## src/rtl/qerv_dbg_pkg.sv

```systemverilog
// Shared types and helpers for the register-file debug access controller.
package qerv_dbg_pkg;

  typedef enum logic [2:0] {
    S_IDLE,
    S_HALT,
    S_RD,
    S_WR,
    S_ACK
  } dbg_state_e;

  // Number of RAM beats that make up one 32-bit register.
  function automatic int beats_of(input int rf_width);
    return 32 / rf_width;
  endfunction

  // GPRs x0..x31 followed by the CSR slots.
  function automatic int num_regs_of(input int csr_regs);
    return 32 + csr_regs;
  endfunction

  // RAM word address of a given beat of a register.
  function automatic int unsigned rf_addr(input int unsigned r,
                                          input int unsigned beat,
                                          input int unsigned beats);
    return r * beats + beat;
  endfunction

endpackage

```

## src/rtl/qerv_rf_dbg_ctrl.sv

```systemverilog
// Debug access controller sitting between rf_ram_if and serv_rf_ram.
// Halts the core, then reads or writes a whole 32-bit register in
// RF_WIDTH-wide beats; passes core RAM traffic through otherwise.
module qerv_rf_dbg_ctrl
  import qerv_dbg_pkg::*;
#(
  parameter int RF_WIDTH = 8,
  parameter int CSR_REGS = 4,
  parameter int RF_L2D   = $clog2((32 + CSR_REGS) * 32 / RF_WIDTH)
) (
  input  logic                clk,
  input  logic                i_rst_n,
  input  logic                i_dbg_req,
  input  logic                i_dbg_we,
  input  logic [5:0]          i_dbg_reg,
  input  logic [31:0]         i_dbg_wdata,
  input  logic                i_dbg_hold,
  output logic                o_dbg_ack,
  output logic                o_dbg_err,
  output logic [31:0]         o_dbg_rdata,
  output logic                o_cpu_halt,
  input  logic                i_cpu_halted,
  input  logic [RF_L2D-1:0]   i_cpu_waddr,
  input  logic [RF_WIDTH-1:0] i_cpu_wdata,
  input  logic                i_cpu_wen,
  input  logic [RF_L2D-1:0]   i_cpu_raddr,
  input  logic                i_cpu_ren,
  output logic [RF_WIDTH-1:0] o_cpu_rdata,
  output logic [RF_L2D-1:0]   o_ram_waddr,
  output logic [RF_WIDTH-1:0] o_ram_wdata,
  output logic                o_ram_wen,
  output logic [RF_L2D-1:0]   o_ram_raddr,
  output logic                o_ram_ren,
  input  logic [RF_WIDTH-1:0] i_ram_rdata,
  output logic                o_conflict
);

  localparam int BEATS    = beats_of(RF_WIDTH);
  localparam int NUM_REGS = num_regs_of(CSR_REGS);

  dbg_state_e  state, state_n;
  logic [5:0]  k;
  logic        we_q;
  logic [5:0]  reg_q;
  logic [31:0] wdata_q;
  logic [31:0] rbuf;
  logic [31:0] rdata_q;
  logic        err_q;
  logic        halt_q;
  logic        conflict_q;

  logic        req_bad, req_zero;
  logic [RF_L2D-1:0] beat_addr;

  assign req_bad   = 32'(i_dbg_reg) >= NUM_REGS;
  assign req_zero  = i_dbg_reg == 6'd0;
  assign beat_addr = RF_L2D'(rf_addr(32'(reg_q), 32'(k), BEATS));

  assign o_cpu_rdata = i_ram_rdata;
  assign o_cpu_halt  = halt_q;
  assign o_conflict  = conflict_q;
  // Fresh read data is visible during the ack cycle, then held.
  assign o_dbg_rdata = (state == S_ACK) ? rbuf : rdata_q;
  assign o_dbg_err   = (state == S_ACK) & err_q;

  // State register.
  always_ff @(posedge clk) begin
    if (!i_rst_n) state <= S_IDLE;
    else          state <= state_n;
  end

  // Next state, ack and the RAM port ownership mux.
  always_comb begin
    state_n     = state;
    o_dbg_ack   = 1'b0;
    o_ram_waddr = i_cpu_waddr;
    o_ram_wdata = i_cpu_wdata;
    o_ram_wen   = i_cpu_wen;
    o_ram_raddr = i_cpu_raddr;
    o_ram_ren   = i_cpu_ren;
    case (state)
      S_IDLE: begin
        if (i_dbg_req) state_n = (req_bad || req_zero) ? S_ACK : S_HALT;
      end
      S_HALT: begin
        if (i_cpu_halted) state_n = we_q ? S_WR : S_RD;
      end
      S_RD: begin
        o_ram_waddr = '0;
        o_ram_wdata = '0;
        o_ram_wen   = 1'b0;
        o_ram_raddr = beat_addr;
        o_ram_ren   = 32'(k) < BEATS;
        if (32'(k) == BEATS) state_n = S_ACK;
      end
      S_WR: begin
        o_ram_waddr = beat_addr;
        o_ram_wdata = wdata_q[32'(k)*RF_WIDTH +: RF_WIDTH];
        o_ram_wen   = 1'b1;
        o_ram_raddr = '0;
        o_ram_ren   = 1'b0;
        if (32'(k) == BEATS - 1) state_n = S_ACK;
      end
      S_ACK: begin
        o_dbg_ack = 1'b1;
        state_n   = S_IDLE;
      end
      default: state_n = S_IDLE;
    endcase
  end

  // Request latch, beat counter, read assembly, halt and conflict tracking.
  always_ff @(posedge clk) begin
    if (!i_rst_n) begin
      k          <= '0;
      we_q       <= 1'b0;
      reg_q      <= '0;
      wdata_q    <= '0;
      rbuf       <= '0;
      rdata_q    <= '0;
      err_q      <= 1'b0;
      halt_q     <= 1'b0;
      conflict_q <= 1'b0;
    end else begin
      case (state)
        S_IDLE: begin
          k <= '0;
          if (i_dbg_req) begin
            we_q    <= i_dbg_we;
            reg_q   <= i_dbg_reg;
            wdata_q <= i_dbg_wdata;
            err_q   <= req_bad;
            // x0 reads as zero without touching the RAM.
            if (req_zero && !i_dbg_we) rbuf <= '0;
          end
          if (i_dbg_req && !req_bad && !req_zero) halt_q <= 1'b1;
          else if (!i_dbg_hold)                   halt_q <= 1'b0;
        end
        S_HALT: k <= '0;
        S_RD: begin
          k <= k + 6'd1;
          // RAM read is registered: beat k-1 arrives while beat k is issued.
          if (k != 6'd0) rbuf[(32'(k)-1)*RF_WIDTH +: RF_WIDTH] <= i_ram_rdata;
          if (i_cpu_ren || i_cpu_wen) conflict_q <= 1'b1;
        end
        S_WR: begin
          k <= k + 6'd1;
          if (i_cpu_ren || i_cpu_wen) conflict_q <= 1'b1;
        end
        S_ACK: begin
          rdata_q <= rbuf;
          if (!i_dbg_hold) halt_q <= 1'b0;
        end
        default: k <= '0;
      endcase
    end
  end

endmodule

```

## config.mk

```make
export PLATFORM = sky130hd
export DESIGN_NAME = qerv_rf_dbg_ctrl
export DESIGN_NICKNAME = d
export VERILOG_FILES = /design/src/rtl/qerv_dbg_pkg.sv /design/src/rtl/qerv_rf_dbg_ctrl.sv
export SDC_FILE = /design/constraint.sdc
export NUM_CORES = 1
export LEC_CHECK = 0
export BUFFER_PORTS_ARGS = -buffer_cell sky130_fd_sc_hd__buf_4
export CORE_UTILIZATION = 29
export CTS_CLUSTER_SIZE = 10
export DETAILED_ROUTE_END_ITERATION = 10
export SYNTH_ARGS = -nofsm -noshare
export SYNTH_HDL_FRONTEND = slang
export SYNTH_SLANG_ARGS = --single-unit
```

## constraint.sdc

```tcl
create_clock -name clk -period 10 [get_ports clk]
set_input_delay 2 -clock clk [delete_from_list [all_inputs] [get_ports clk]]
set_output_delay 2 -clock clk [all_outputs]
set_load 0.05 [all_outputs]
```

==> out/results.ini <==
[final_layout]
fin_nets=936
diodes=0
final_area_um2=7550
drive_gt1_frac=0.243
area_delta_synth_final_pct=31.7
post-route-util=0.389
finalNonFillerCells=1118
fillers=2037

[grt]
grt_pass1_wl_um=24600
gr-total-overflow=0
grt_pass1_vias=4726
grt_max_degree=49
antenna_found_initial=0
grt.total_usage=0.158

[worst_setup_path]
critical_path_class=register to primary output
slowest_delay_ps=890
required_ps=8000
path_max_fanout=37
start_kind=register
crit_chain=nor2_1, nand2_1, buf_4, clkinv_1, nand2_1, nand2_1, buf_4
cp_common_cell=nand2_1
cp-end-kind=primary output
cp_slowest_cell=clkinv_1
worstPathArrival_ps=3060

[drt]
vias=5037
wl_per_cell_um=14.1
ant_nets=0
dr.pass1.iters=4
post-route-drc-count=0
routed_via_density=4.51
drt-initial-drc-count=219
wl_um=15700

[timing]
period_minus_slack_ps=5060
skew_ps=7.80
rsz0062_at_grt=no
finalHoldViolations=0
slew_violations=0
setup_tns_ps=0
period_share=0.506
fmax_mhz=198
whs_ps=449
setup_viol=0
worstMarginPinSlew_ps=1020
max_slew_margin=0.313

[clocking]
post_cts.repair.setup_buffers=0
cts_tree=built
cts_root_buffer=clkbuf_16
cts_buffer_depth=2
clk_pin_slew_worst_paths_ps=50
cts_hold_buf=0
h-tree-depth=4
numCtsBuffers=17
clock-sinks=115
worstSkewPairLatency_ps=410
cts-resized-gates=0

[logic_synthesis]
synth_top_flop_cell=dfxtp_1
netlist.area_leader.share=0.402
synth_seq_cells=115
synthArstFlopShare=0
synth_edf_count=0
synthesis.area_um2=5730
synth.most_common_cell=nand2_1
yosysSeqAreaShare=0.402
synth.area.top_cells=dfxtp_1 (40%), nand2_1 (16%), mux2i_1 (4.2%)
netlist.top_cell.by_area=dfxtp_1
ys_warn_count=0
syn-mean-instance-area_um2=7.93
synth_cells=723
synth_nets=817
synthTopCellsByCount=nand2_1 (243), dfxtp_1 (115), a21oi_1 (40)
ys_types=54

[die]
die_w_um=143
die_y_um=143
row_count=51
dieArea_um2=20300
core_area_um2=19400
initial_core_util=0.295
pin_count=148

[power]
vdd_drop_max_uv=110
power.density_nw_per_um2=177
p_leak_nw=3.41

[placed_design]
post-dp-hpwl_um=11200
numPortBuffers=147
placed_area_um2=6980
dpl.cell_count=1088
place.gp.congestion=0.801

[run_status]
status=finished, final reports clean

[run]
drv_cap=0

[min_path]
hold_path_class=register to register

-- logic make-up (layout without fill, tap and decap cells) --
kind of cell	Yosys count	count (layout)	share of synthesized area
fa+ha+maj	16	16	0.0362
simple gates	362	362	0.288
xor+xnor	13	13	0.0199
compound gates	106	106	0.121
mux	32	32	0.0734
buf+inv	79	209	0.0600
flops	115	115	0.402
-- worst max-delay path: cells and delay by family (launching register included) --
kind | cells | cell delay (ps)
buffers and inverters | 3 | 1460
DFF | 1 | 510
and+or+nand+nor | 4 | 610
-- final cells by class --
class                      instances  area (µm²)  area share
clock buffer                      21         460      0.0610
clock inverter                     9         108      0.0143
multi-input combinational        529        3090       0.410
inverter                          24        90.1      0.0119
timing repair buffer             155        1160       0.154
tap                              265         332      0.0439
sequential                       115        2300       0.305
-- layer usage --
metal  GRT usage  up-vias  routed length [µm]
met5           0        -                   0
met2       0.262      103                7490
met4      0.0515        0                  87
met1       0.201     2309                7340
li1            -     2620                   -
met3      0.0380        5                 812
-- power by group --
part	switching [mW]	internal, mW	leakage, nW
combinational	0.169	0.0870	2.20
clock	0.209	0.375	0.275
sequential	0.0140	0.482	0.933
total	0.391	0.944	3.41
-- metrics by stage --
| step | power (mW) | worst slack [ps] |
|---|---|---|
| final | 1.34 | 4940 |
| after global placement | 0.761 | 5390 |
| after detailed placement | 0.763 | 5340 |
| after CTS | 1.35 | 4890 |
| after global routing | 1.39 | 4600 |
| after floorplan | 0.678 | 5440 |
-- final timing paths --
| kind | endpoint | slack (ps) | cells after the start | start |
|---|---|---|---|---|
| worst max-delay path | o_dbg_rdata[23] | 4940 | 7 | state[1]$_SDFFE_PN0P_ |
| worst min-delay path | wdata_q[28]$_SDFFE_PN0P_ | 450 | 2 | wdata_q[28]$_SDFFE_PN0P_ |
| worst max register to register | rbuf[16]$_SDFFE_PN0P_ | 5630 | 12 | k[1]$_SDFFE_PN0N_ |
| worst min register to register | wdata_q[28]$_SDFFE_PN0P_ | 450 | 2 | wdata_q[28]$_SDFFE_PN0P_ |
-- flip-flops by register name (all words and copies together), names as in the netlist --
signal / count
o_conflict: 1
reg_q: 6
err_q: 1
wdata_q: 32
rbuf: 32
k: 6
o_cpu_halt: 1
rdata_q: 32
state: 3
we_q: 1
-- layout by cell type, fill, tap and decap left out, types with 5 or more instances in the layout --
cell type and n:
o21ai_1 8, and2_1 35, a22o_1 5, o21ai_0 16, a21oi_1 40, nor2b_1 6
a21boi_0 10, clkbuf_16 17, xor2_1 7, nand2b_1 5, nor2_1 21, or3_1 5
inv_1 22, buf_4 155, mux2i_1 24, nand2_1 243, o31ai_1 7, ha_1 15
o211ai_2 8, dfxtp_1 115, nor3_1 7, mux4_2 8, nand4b_1 5, xnor2_1 6
nand3_1 6
Power figures use the tool's default switching activity.
